--- config.mk ---
export PLATFORM = sky130hd
export DESIGN_NAME = wrr_packet_arbiter
export DESIGN_NICKNAME = d
export VERILOG_FILES = /design/src/rtl/wrr_packet_arbiter.sv
export SDC_FILE = /design/constraint.sdc
export NUM_CORES = 1
export LEC_CHECK = 0
export BUFFER_PORTS_ARGS = -buffer_cell sky130_fd_sc_hd__buf_4
export CAP_MARGIN = 25
export CORE_AREA = 3 3 87 89
export DETAILED_ROUTE_END_ITERATION = 16
export DIE_AREA = 0 0 90 92
export SYNTH_ARGS = -nofsm -noshare
export SYNTH_HDL_FRONTEND = slang
export SYNTH_SLANG_ARGS = --single-unit
--- constraint.sdc ---
create_clock -name clk -period 5.63 [get_ports clk]
set_clock_uncertainty 0.2 [all_clocks]
set_input_delay 0.8445 -clock clk [delete_from_list [all_inputs] [get_ports clk]]
set_output_delay 0.8445 -clock clk [all_outputs]
set_load 0.005 [all_outputs]
--- src/rtl/wrr_packet_arbiter.sv ---
// -----------------------------------------------------------------------------
// wrr_packet_arbiter
//
// Weighted round-robin arbiter that grants whole packets. Once a requester
// wins, it keeps the grant until its last beat transfers, the owner stops
// presenting beats for TIMEOUT cycles, or reset. A winner may keep priority
// for up to its weight in consecutive packets before the pointer advances.
//
// Parameters
//   N         number of requesters (>= 2)
//   WEIGHT_W  width of each per-requester weight
//   TIMEOUT   consecutive owner-idle cycles tolerated before abort (>= 1)
//
// Ports
//   clk          clock, rising edge
//   rst          asynchronous active-high reset
//   req          per-requester beat valid
//   req_last     per-requester last-beat marker
//   weights      packed weights, requester i at [i*WEIGHT_W +: WEIGHT_W]
//   out_ready    downstream accepts a beat this cycle
//   grants       one-hot grant (registered)
//   grant_id     binary index of the owner (registered)
//   locked       a packet is in progress (registered)
//   timeout_err  one-cycle pulse when a packet is aborted (registered)
// -----------------------------------------------------------------------------
module wrr_packet_arbiter #(
   parameter int N        = 4,
   parameter int WEIGHT_W = 4,
   parameter int TIMEOUT  = 16
) (
   input  logic                    clk,
   input  logic                    rst,
   input  logic [N-1:0]            req,
   input  logic [N-1:0]            req_last,
   input  logic [N*WEIGHT_W-1:0]   weights,
   input  logic                    out_ready,
   output logic [N-1:0]            grants,
   output logic [$clog2(N)-1:0]    grant_id,
   output logic                    locked,
   output logic                    timeout_err
);

   localparam int IDW = $clog2(N);
   localparam int SW  = $clog2(TIMEOUT + 1);

   typedef enum logic {
      IDLE   = 1'b0,
      LOCKED = 1'b1
   } state_t;

   state_t              state_r;
   state_t              state_s;
   logic [IDW-1:0]      ptr_r;
   logic [IDW-1:0]      ptr_s;
   logic [IDW-1:0]      owner_r;
   logic [IDW-1:0]      owner_s;
   logic [WEIGHT_W-1:0] credit_r;
   logic [WEIGHT_W-1:0] credit_s;
   logic [WEIGHT_W-1:0] credit_dec_s;
   logic [SW-1:0]       stall_r;
   logic [SW-1:0]       stall_s;
   logic                timeout_s;
   logic [IDW-1:0]      winner_s;
   logic                owner_req_s;
   logic                owner_last_s;

   // Index increment that wraps N-1 -> 0, also for non-power-of-2 N.
   function automatic logic [IDW-1:0] next_idx(input logic [IDW-1:0] idx);
      logic [IDW-1:0] res;
      if (idx == IDW'(N - 1)) begin
         res = '0;
      end else begin
         res = idx + IDW'(1);
      end
      return res;
   endfunction

   // A programmed weight of zero still grants one packet per round.
   function automatic logic [WEIGHT_W-1:0] eff_weight(input logic [WEIGHT_W-1:0] w);
      logic [WEIGHT_W-1:0] res;
      if (w == '0) begin
         res = WEIGHT_W'(1);
      end else begin
         res = w;
      end
      return res;
   endfunction

   // Extract the packed weight of one requester.
   function automatic logic [WEIGHT_W-1:0] weight_of(input logic [N*WEIGHT_W-1:0] ws,
                                                     input logic [IDW-1:0]        idx);
      logic [WEIGHT_W-1:0] res;
      res = '0;
      for (int i = 0; i < N; i++) begin
         if (IDW'(i) == idx) begin
            res = ws[i*WEIGHT_W +: WEIGHT_W];
         end else begin
            res = res;
         end
      end
      return res;
   endfunction

   function automatic logic [N-1:0] onehot(input logic [IDW-1:0] idx);
      return {{(N-1){1'b0}}, 1'b1} << idx;
   endfunction

   // First requester with req set, scanning cyclically upward from p.
   function automatic logic [IDW-1:0] pick_winner(input logic [N-1:0]   r,
                                                  input logic [IDW-1:0] p);
      logic [IDW-1:0] res;
      logic [IDW-1:0] cand;
      logic           found;
      res   = p;
      cand  = p;
      found = 1'b0;
      for (int k = 0; k < N; k++) begin
         if (!found && r[cand]) begin
            res   = cand;
            found = 1'b1;
         end else begin
            found = found;
         end
         cand = next_idx(cand);
      end
      return res;
   endfunction

   assign winner_s     = pick_winner(req, ptr_r);
   assign owner_req_s  = req[owner_r];
   assign owner_last_s = req_last[owner_r];
   assign credit_dec_s = credit_r - WEIGHT_W'(1);

   // Next-state logic: arbitration, packet end, and stall timeout.
   always_comb begin
      state_s   = state_r;
      ptr_s     = ptr_r;
      owner_s   = owner_r;
      credit_s  = credit_r;
      stall_s   = stall_r;
      timeout_s = 1'b0;
      case (state_r)
         IDLE: begin
            if (req != '0) begin
               state_s = LOCKED;
               owner_s = winner_s;
               stall_s = '0;
               // The previous owner re-winning with credit left keeps its credit.
               if ((winner_s != ptr_r) || (credit_r == '0)) begin
                  credit_s = eff_weight(weight_of(weights, winner_s));
               end else begin
                  credit_s = credit_r;
               end
            end else begin
               state_s = IDLE;
            end
         end
         LOCKED: begin
            if (owner_req_s) begin
               stall_s = '0;
               if (out_ready && owner_last_s) begin
                  state_s  = IDLE;
                  credit_s = credit_dec_s;
                  if (credit_dec_s == '0) begin
                     ptr_s = next_idx(owner_r);
                  end else begin
                     ptr_s = owner_r;
                  end
               end else begin
                  state_s = LOCKED;
               end
            end else if (stall_r == SW'(TIMEOUT - 1)) begin
               // This is the TIMEOUT-th consecutive idle cycle of the owner.
               state_s   = IDLE;
               timeout_s = 1'b1;
               credit_s  = '0;
               ptr_s     = next_idx(owner_r);
               stall_s   = '0;
            end else begin
               stall_s = stall_r + SW'(1);
            end
         end
         default: begin
            state_s = IDLE;
         end
      endcase
   end

   // Arbitration state registers.
   always_ff @(posedge clk or posedge rst) begin
      if (rst) begin
         state_r  <= IDLE;
         ptr_r    <= '0;
         owner_r  <= '0;
         credit_r <= '0;
         stall_r  <= '0;
      end else begin
         state_r  <= state_s;
         ptr_r    <= ptr_s;
         owner_r  <= owner_s;
         credit_r <= credit_s;
         stall_r  <= stall_s;
      end
   end

   // Output registers, loaded from next-state values so they track state_r.
   always_ff @(posedge clk or posedge rst) begin
      if (rst) begin
         grants      <= '0;
         grant_id    <= '0;
         locked      <= 1'b0;
         timeout_err <= 1'b0;
      end else begin
         if (state_s == LOCKED) begin
            grants   <= onehot(owner_s);
            grant_id <= owner_s;
            locked   <= 1'b1;
         end else begin
            grants   <= '0;
            grant_id <= '0;
            locked   <= 1'b0;
         end
         timeout_err <= timeout_s;
      end
   end

endmodule

Word level (Yosys, flattened, before mapping) --
Index checks and enable logic that the tools add are counted.
Word-level totals: bits in registers 22, bits of input ports 27
Cells by class: equality and inequality tests 14, magnitude comparators 5, reductions and logical operators 16, add/subtract/negate cells 6, bitwise gates (word level) 1, shifts and indexed selects 1, mux-type cells 57
Operators by type and width (count):
- $mux 4 | 14
- $mux 2 | 14
- $mux 1 | 17
- $lt 2x3->1 const B | 5
- $mux 5 | 3
- $bmux 1 s2 | 6
- $logic_not 4->1 | 3
- $pmux 5 s2 | 1
- $add 2x1->2 const B | 4
- $eq 2x2->1 const B | 4
- $pmux 4 s2 | 1
- $add 5x1->5 const B | 1
- $eq 5x4->1 const B | 1
- $eq 2x2->1 const A | 2
- $logic_and 1x1->1 | 4
- $ne 2x2->1 const B | 2
- $reduce_and 4->1 | 1
- $reduce_bool 4->1 | 1
- $shl 1x2->4 const A | 1
- $sub 4x1->4 const B | 1
- $logic_not 1->1 | 3
- $ne 3x1->1 const B | 1
- $ne 3x2->1 const B | 1
- $reduce_and 3->1 | 1
- 8 further kinds | 8

Logic depth before layout (Yosys ltp) --
Gate-level depths: netlist of the first run.
depth after elaboration 25, mapped depth 11

Worst setup path before layout of the first run --
No wires, ideal clock.
kind input port to flip-flop, start input port req[0], end register credit_r[0], stages on the path 9, slack 2284 ps, arrival 3022 ps, cells stage by stage buf_2 or3b_1 a21o_1 a211o_2 a311oi_4 mux2i_1 mux2_2 a31oi_1 o21ai_1
On the way: word-level cells in the longest chain between the ends 25, elaborated cells on any way between the ends 47, classes of those cells eq/ne (8); mux (28); reduce/logical (11)
RTL lines:
- start: declaration | line 33 | input logic [N-1:0] req,
- $bmux 1 s2 | line 118 | if (!found && r[cand]) begin
- $mux 1 (not written as such) | line 118
- $mux 1 | line 118
- $logic_not 1->1 | line 118
- $logic_and 1x1->1 | line 118
- $mux 1 | line 118
- $logic_not 1->1 | line 118
- $logic_and 1x1->1 | line 118
- (+9 left out)
- $mux 4 | line 149 | if ((winner_s != ptr_r) || (credit_r == '0)) begin
- $mux 4 | line 144 | if (req != '0) begin
- $mux 4 | line 142 | case (state_r)
- $logic_not 4->1 | line 81 | if (w == '0) begin
- $mux 4 | line 81
- $mux 4 | line 149
- $mux 4 | line 144
- $pmux 4 s2 | line 142
- end signal: assignment | line 201 | credit_r <= credit_s;
- end: declaration | line 57 | logic [WEIGHT_W-1:0] credit_r;
Parallel ways exist; a longest one is shown, timed or not. The select of a mux whose other input is x is not followed. A chain may end at the register's enable or synchronous reset.

Final worst setup path of the first run --
start register ptr_r[1], end register credit_r[0]
On the way: word-level cells in the longest chain between the ends 25, elaborated cells on any way between the ends 49, classes of those cells add/sub (3); eq/ne (8); mux (28); reduce/logical (10)
RTL lines:
- start: declaration | line 53 | logic [IDW-1:0] ptr_r;
- start signal: assignment | line 199 | ptr_r <= ptr_s;
- parallel branches: the longest is 25 deep, another holds $add 2x1->2
Several ways; the timed one is not identified. The select of a mux whose other input is x is not followed.

==> results.py, run 1 <==
metrics = {
    "logic_synthesis": {
        "ys_warn_count": 0,
        "ys_types": 54,
        "synthCells": 180,
        "ys_ff_latch": 21,
        "synth_edf_count": 0,
        "synth-seq-area-share_pct": 31.13,
        "synth.net_count": 212,
        "avgSynthCellArea_um2": 9.377,
        "synthFlopType": "dfrtp_1",
        "async_reset_ff_share_pct": 100.0,
        "synth_area_um2": 1688,
    },
    "sta": {
        "period_needed_ps": 3566,
        "setup_viol": 0,
        "finalCritPeriodShare_pct": 63.33,
        "rsz0062_at_grt": "no",
        "slew_headroom_pct": 46.51,
        "max_freq_mhz": 280.5,
        "hold_viol": 0,
        "slew_viol_final": 0,
        "setup_ws_ps": 2064,
        "max_slew.worst_pin.slew_ps": 801.5,
        "tns_ps": 0,
    },
    "clock_tree": {
        "cts.reportedPaths.clkPinSlew_ps": 70,
        "cts_resized": 0,
        "root_buffer": "clkbuf_8",
        "clock_latency_ps": 260,
        "cts_tree": "yes",
        "cts_sinks": 21,
        "cts_setup_buffers": 0,
        "clock_path_buffers": 2,
        "cts-hold-fix-buffers": 0,
        "htree_levels": 1,
        "numCtsBuffers": 3,
    },
    "worst_setup_path": {
        "rrSetupSlack_ps": 2060,
        "setup.worst_path.start_class": "flop",
        "crit_buf_inv": 0,
        "endpoint_kind": "flop",
        "critPathArrivalTime_ps": 3510,
        "worstReg2RegEnd": "credit_r[0]",
        "ff2ff_path_depth": 9,
        "crit_path_cell_trace": "ha_1, mux2i_1, mux2_2, nand3_1, a311oi_4, mux2i_1, mux2_2, a31oi_1, o21ai_1",
        "cp.required_ps": 5570,
        "path_max_fanout": 13,
        "critPathLaunch": "ptr_r[1]",
        "cpPeakStageDelay_ps": 630,
        "worstSetupPathType": "flop to flop",
        "timing.rr.start": "ptr_r[1]",
        "path_delay_family": "multiplexers",
        "critical-path-slowest-cell": "a311oi_4",
    },
    "global_route": {
        "grt_max_degree": 22,
        "grt_overflow_total": 0,
        "track_usage_pct": 9.410,
        "grt_pass1_wl_um": 6513,
        "grt_pass1_vias": 1398,
        "antenna_found_initial": 0,
    },
    "power": {
        "peakVddDrop_uv": 164.9,
        "p_per_area_nw_per_um2": 490.4,
        "p_leak_nw": 0.9106,
    },
    "detailed_routing": {
        "drcViolationCount": 0,
        "num_vias": 1431,
        "post_drt_wl_per_cell_um": 12.70,
        "drt_iter0_drc": 56,
        "vias_per_cell": 4.692,
        "wl_um": 3873,
        "dr.pass1.iters": 4,
        "ant_nets": 0,
    },
    "cells_and_area": {
        "nNetsFinal": 242,
        "final_common_cell": "buf_4",
        "antenna_cells": 0,
        "drive_above_1_share_pct": 25.36,
        "area_growth_pct": 21.94,
        "final_cell_mix": "buf_4 (34), dfrtp_1 (21), nand2_1 (15), mux2i_1 (15), nor2_1 (13)",
        "filler_cell_count": 743,
    },
    "hold_path": {
        "min-delay-start": "stall_r[4]",
        "holdCritPathClass": "flop to flop",
        "worstHoldEndpoint": "stall_r[4]",
        "whs_path_depth": 1,
    },
    "run_status": {
        "status": "complete, no violations",
    },
    "floorplanning": {
        "num_rows": 30,
        "die_h_um": 92,
        "design.core.area_um2": 6832,
        "fp.dieW_um": 90,
        "start_util_pct": 24.71,
        "die-area_um2": 8280,
        "io_pins": 35,
    },
    "placement": {
        "dp_worst_setup_slack_ps": 2030,
        "gp_congestion": 0.7908,
        "dpl.hpwl_um": 3002,
        "port_buffers": 34,
    },
    "job": {
        "maxCapViolations": 0,
    },
}
[worst reg2reg max path, stage by stage (launching register included)]
cell and delay (ps):
dfrtp_1 530, ha_1 550, mux2i_1 310, mux2_2 220, nand3_1 260, a311oi_4 630, mux2i_1 140, mux2_2 310
a31oi_1 210, o21ai_1 100
[flip-flops by register name, indices dropped and copies added, names as in the netlist]
| signal | count |
|---|---|
| locked | 1 |
| grant_id | 2 |
| stall_r | 5 |
| timeout_err | 1 |
| owner_r | 2 |
| grants | 4 |
| credit_r | 4 |
| ptr_r | 2 |
[per-stage QoR]
step / area, um2 / hold slack (ps) / power [mW] / util, % / instances
after floorplan: 1688 / 248.4 / 0.7673 / - / 180
after global placement: 2013 / 269.1 / 0.9103 / 29.47 / 301
after detailed placement: 2013 / 269.3 / 0.9147 / 29.47 / 301
after CTS: 2058 / 287.0 / 1.018 / 30.13 / 305
after global routing: 2058 / 311.9 / 1.107 / 30.13 / 305
final: 2058 / 283.2 / 1.009 / 30.13 / 305
[final cells by class]
type,count,area (um2),share of cell area (%)
multi-input cells,138,1067,51.85
flip-flops and latches,21,525.5,25.53
repair buffers,34,255.2,12.40
well taps,96,120.1,5.836
clock buffers,4,45.04,2.188
inverters,12,45.04,2.188
[report_power, final]
| part | internal [mW] | switching, mW |
|---|---|---|
| clock network | 0.0504 | 0.0481 |
| logic | 0.313 | 0.328 |
| registers | 0.206 | 0.0638 |
| total | 0.569 | 0.440 |
[cells by family after synthesis]
| family | synth area share (%) |
|---|---|
| xor+xnor | 1.038 |
| fa+ha+maj | 3.706 |
| flops | 31.13 |
| compound gates | 18.24 |
| buf+inv | 5.633 |
| mux | 18.46 |
| simple gates | 21.79 |
[worst max-delay path by stage]
stage,cells past startpoint,slack (ps),to
global route,9,1770,credit_r[0]
detailed placement,8,2030,credit_r[0]
CTS,9,2060,credit_r[2]
finish,9,2060,credit_r[0]
floorplan,9,2280,credit_r[0]
global placement,8,2020,credit_r[0]
[synthesized netlist by cell type, drive strengths merged (5+ instances only)]
master / count / area (um2)
nor2: 13 / 48.80
nand2: 15 / 56.30
o21ai: 12 / 60.06
nand2b: 5 / 31.28
inv: 12 / 45.04
ha: 5 / 62.56
mux2: 6 / 67.56
dfrtp: 21 / 525.5
mux2i: 15 / 150.1
nor2b: 9 / 56.30
[layer usage]
| layer | routed length (um) | global-route usage, % |
|---|---|---|
| met1 | 1876 | 12.61 |
| met2 | 1800 | 15.68 |
| met3 | 137 | 1.231 |
| met4 | 58 | 3.061 |
| met5 | 0 | 0 |
No activity file was read; power rests on OpenSTA's default activity.
==> run 2: changes to the inputs <==
clock period = 3.6 ns   (was 5.63 ns; I/O delays follow)
==> run 2 against run 1 <==
  * Routed wire length grew 4.0%
  * Sequential share of layout area shrank 0.37 points
  * Register-to-register slack lost 1800 ps
  * Combinational power grew 67%
  * Sequential power grew 48%
  * Hold slack lost 44 ps
  * Clock-buffer cell count is the same
  * Critical path type unchanged
  * Largest power group unchanged
==> results.py, run 2 (synthesis results as in run 1) <==
metrics = {
    "run_status": {
        "status": "complete, no violations",
    },
    "detailed_routing": {
        "m1WireLength_um": 1935,
        "num_vias": 1474,
        "post_drt_wl_per_cell_um": 13.04,
        "wl_met3_um": 160,
        "dr.pass1.iters": 5,
        "drt_iter0_drc": 43,
        "highest_layer": "met4",
        "vias_per_cell": 4.770,
        "met2_length_um": 1838,
        "wl_um": 4028,
        "ant_nets": 0,
        "drcViolationCount": 0,
    },
    "sta": {
        "slew_headroom_pct": 46.15,
        "max_slew.worst_pin.slew_ps": 806.8,
        "rsz0062_at_grt": "no",
        "finalCritPeriodShare_pct": 92.37,
        "setup_viol": 0,
        "tns_ps": 0,
        "slew_viol_final": 0,
        "max_freq_mhz": 300.7,
        "whs_ps": 239.5,
        "hold_viol": 0,
        "period_needed_ps": 3325,
    },
    "global_route": {
        "grt_overflow_total": 0,
        "grt_max_degree": 22,
        "grt_pass1_vias": 1472,
        "grt_pass1_wl_um": 6913,
        "antenna_found_initial": 0,
        "track_usage_pct": 10.03,
    },
    "worst_setup_path": {
        "endpoint_kind": "flop",
        "cp.required_ps": 3540,
        "rrSetupSlack_ps": 270,
        "path_max_fanout": 10,
        "critPathArrivalTime_ps": 3270,
        "timing.rr.start": "ptr_r[0]",
        "ff2ff_path_depth": 9,
        "setup.worst_path.start_class": "flop",
        "worstSetupPathType": "flop to flop",
        "worstReg2RegEnd": "credit_r[2]",
    },
    "placement": {
        "placedCellCount": 305,
        "dpl.hpwl_um": 3094,
        "placed_cell_area_um2": 2043,
        "gp_congestion": 0.7605,
        "port_buffers": 34,
    },
    "power": {
        "p_per_area_nw_per_um2": 776.2,
        "p_total_mw": 1.621,
        "p_leak_nw": 0.9304,
        "peakVddDrop_uv": 285.3,
    },
    "cells_and_area": {
        "top_register": "stall_r",
        "nNetsFinal": 246,
        "final_common_cell": "buf_4",
        "final_cell_mix": "buf_4 (38), dfrtp_1 (21), nand2_1 (15), mux2i_1 (15), nor2_1 (13)",
        "drive_above_1_share_pct": 26.76,
        "filler_cell_count": 753,
        "area_growth_pct": 23.72,
        "reg.largest.list": "stall_r x5, credit_r x4, grants x4",
        "largest_register_ff_count": 5,
        "antenna_cells": 0,
        "fin_cells": 309,
        "finalInstanceArea_um2": 2088,
    },
    "floorplanning": {
        "fp.dieW_um": 90,
        "io_pins": 35,
        "die_h_um": 92,
        "start_util_pct": 24.71,
        "num_rows": 30,
        "die-area_um2": 8280,
        "design.core.area_um2": 6832,
    },
    "clock_tree": {
        "cts_sinks": 21,
        "cts.reportedPaths.clkPinSlew_ps": 70,
        "root_buffer": "clkbuf_8",
        "clock_latency_ps": 260,
        "cts_resized": 0,
        "clock_path_buffers": 2,
        "numCtsBuffers": 3,
        "htree_levels": 1,
        "cts_setup_buffers": 0,
        "cts_tree": "yes",
        "cts-hold-fix-buffers": 0,
    },
    "job": {
        "maxCapViolations": 0,
    },
    "hold_path": {
        "holdCritPathClass": "primary input to async pin",
    },
}
-- run 2: layout make-up --
cell class	instances	area [um2]	area share, %
repair buffers	38	285.3	13.66
clock buffers	4	45.04	2.157
well taps	96	120.1	5.752
multi-input cells	138	1067	51.11
flip-flops and latches	21	525.5	25.16
inverters	12	45.04	2.157
-- run 2: how the worst max path moves through the flow --
stage                   from     endpoint  slack (ps)  cells after the start
global route        ptr_r[1]  credit_r[2]           8                      9
detailed placement  ptr_r[0]  credit_r[2]         270                      9
global placement      req[0]  credit_r[0]         330                      9
CTS                 ptr_r[0]  credit_r[2]         250                      9
finish              ptr_r[0]  credit_r[2]         270                      9
floorplan           ptr_r[0]  credit_r[2]         540                     11
-- run 2: per-layer routing --
layer / vias to the layer above / track usage (%)
met5: - / 0
met4: 0 / 4.209
met3: 11 / 1.559
met2: 37 / 15.74
met1: 692 / 13.71
li1: 734 / -
-- run 2: per-stage QoR --
step                      setup slack (ps)  utilization (%)
after CTS                            248.8            30.57
after detailed placement             268.9            29.91
final                                274.6            30.57
after global placement               328.6            29.91
after floorplan                      535.2                -
after global routing                 8.000            30.57
-- run 2: where the power goes --
| part | internal [mW] | switching (mW) |
|---|---|---|
| sequential | 0.323 | 0.0760 |
| combinational | 0.522 | 0.551 |
| clock | 0.0787 | 0.0708 |
| total | 0.923 | 0.698 |
-- run 2: critical path: stages (launching register included) --
cell and delay [ps]:
dfrtp_1 380, ha_1 460, mux2i_1 320, mux2_2 220
and4b_1 390, nor3b_1 90, a2111oi_0 480, a32oi_2 310
a21oi_1 250, o22ai_2 100
==> run 3: changes to the inputs <==
clock period = 4.2 ns   (was 3.6 ns; I/O delays follow)
==> run 3 against run 2 <==
  * Non-clock buffer count down 4
  * Clock power down 11%
  * Setup slack better by 340 ps
  * First-iteration DRC count up 100%
  * Clock-buffer cell count unchanged
  * Maximum frequency down 7.4%
  * Critical path depth unchanged
  * Routed wire length about the same
  * Register-to-register slack better by 340 ps
  * Critical path type unchanged
  * Critical endpoint unchanged
  * Largest cell class unchanged
  * Largest power group unchanged
==> results.py, run 3 (synthesis results as in run 1) <==
metrics = {
    "global_route": {
        "grt_pass1_vias": 1390,
        "grt_max_degree": 22,
        "antenna_found_initial": 0,
        "grt_overflow_total": 0,
        "track_usage_pct": 9.877,
        "grt_pass1_wl_um": 6748,
    },
    "worst_setup_path": {
        "ff2ff_path_depth": 9,
        "crit_path_end": "credit_r[2]",
        "worstReg2RegEnd": "credit_r[2]",
        "cp.depth": 9,
        "path_max_fanout": 13,
        "timing.rr.start": "ptr_r[1]",
        "crit_buf_inv": 0,
        "crit_path_cell_trace": "ha_1, mux2i_1, mux2_2, and4b_1, nor3b_1, a2111oi_0, a32oi_2, a21oi_1, o22ai_2",
        "setup.worst_path.start_class": "flop",
        "cp.required_ps": 4150,
        "worstSetupPathType": "flop to flop",
        "critical-path-slowest-cell": "ha_1",
        "rrSetupSlack_ps": 610,
        "endpoint_kind": "flop",
        "path_delay_family": "compound AO/OA/AOI/OAI gates",
        "cpPeakStageDelay_ps": 540,
        "critPathLaunch": "ptr_r[1]",
        "critPathArrivalTime_ps": 3540,
    },
    "cells_and_area": {
        "reg.largest.list": "stall_r x5, credit_r x4, grants x4",
        "top_register": "stall_r",
        "nNetsFinal": 242,
        "finalInstanceArea_um2": 2058,
        "drive_above_1_share_pct": 25.36,
        "final_cell_mix": "buf_4 (34), dfrtp_1 (21), nand2_1 (15), mux2i_1 (15), nor2_1 (13)",
        "final_common_cell": "buf_4",
        "antenna_cells": 0,
        "fin_cells": 305,
        "largest_register_ff_count": 5,
        "area_growth_pct": 21.94,
    },
    "hold_path": {
        "holdCritPathClass": "flop to flop",
    },
    "detailed_routing": {
        "post_drt_wl_per_cell_um": 13.21,
        "wl_um": 4030,
        "vias_per_cell": 4.715,
        "drt_iter0_drc": 87,
        "dr.pass1.iters": 4,
        "drcViolationCount": 0,
        "num_vias": 1438,
        "ant_nets": 0,
    },
    "job": {
        "maxCapViolations": 0,
    },
    "clock_tree": {
        "cts_sinks": 21,
        "numCtsBuffers": 3,
        "clock_path_buffers": 2,
        "cts-hold-fix-buffers": 0,
        "cts_setup_buffers": 0,
        "cts_resized": 0,
        "cts.reportedPaths.clkPinSlew_ps": 80,
        "clock_latency_ps": 260,
        "root_buffer": "clkbuf_8",
        "htree_levels": 1,
        "cts_tree": "yes",
    },
    "sta": {
        "max_slew.worst_pin.slew_ps": 813.7,
        "slew_headroom_pct": 45.70,
        "finalCritPeriodShare_pct": 85.48,
        "slew_viol_final": 0,
        "max_freq_mhz": 278.5,
        "rsz0062_at_grt": "no",
        "period_needed_ps": 3590,
        "tns_ps": 0,
        "setup_viol": 0,
        "hold_viol": 0,
    },
    "power": {
        "power_switching_mw": 0.5975,
        "peakVddDrop_uv": 207.5,
        "internal-power_mw": 0.7644,
        "p_seq_share_pct": 26.6,
        "p_total_mw": 1.362,
        "clockPowerShare_pct": 9.8,
        "p_leak_nw": 0.9106,
        "power_frac_comb_pct": 63.7,
        "netSwitchingFraction_pct": 43.87,
        "p_per_area_nw_per_um2": 661.7,
    },
    "floorplanning": {
        "design.core.area_um2": 6832,
        "die-area_um2": 8280,
        "die_h_um": 92,
        "fp.dieW_um": 90,
        "start_util_pct": 24.71,
        "io_pins": 35,
        "num_rows": 30,
    },
    "placement": {
        "dpl.hpwl_um": 3065,
        "gp_congestion": 0.7799,
        "port_buffers": 34,
        "placed_cell_area_um2": 2013,
        "placedCellCount": 301,
    },
    "run_status": {
        "status": "complete, no violations",
    },
}
-- run 3: how the worst min path moves through the flow --
stage,start,end,slack [ps],cells past startpoint
floorplan,stall_r[4],stall_r[4],250,1
global placement,stall_r[4],stall_r[4],270,1
detailed placement,stall_r[4],stall_r[4],280,1
CTS,stall_r[4],stall_r[4],290,1
global route,stall_r[4],stall_r[4],310,1
finish,stall_r[4],stall_r[4],290,1
-- run 3: power by group through the flow --
stage	Sequential (mW)	Combinational [mW]	Clock, mW
detailed placement	0.364	0.868	0
finish	0.362	0.867	0.133
global route	0.378	0.967	0.149
global placement	0.363	0.862	0
CTS	0.362	0.871	0.142
floorplan	0.332	0.696	0
-- run 3: stage by stage --
step	hold slack, ps	worst slack (ps)	utilization [%]
floorplan	248.4	1068	-
CTS	293.5	607.0	30.13
finish	291.6	609.7	30.13
global route	311.4	313.2	30.13
global placement	271.1	780.6	29.47
detailed placement	275.4	615.9	29.47
-- run 3: layout make-up --
| type | instances | area, um2 |
|---|---|---|
| clock buffer | 4 | 45.04 |
| inverter | 12 | 45.04 |
| sequential | 21 | 525.5 |
| multi-input combinational | 138 | 1067 |
| timing repair buffer | 34 | 255.2 |
| fill | 730 | 4773 |
| tap | 96 | 120.1 |
-- run 3: per-layer routing --
layer	up-vias	GRT usage, %	wire, um	share of wire [%]
met5	-	0	0	0
met4	0	3.444	54	1.3
met3	5	1.395	143	3.5
met2	32	15.31	1860	46
met1	683	14.01	1972	49
li1	718	-	-	-
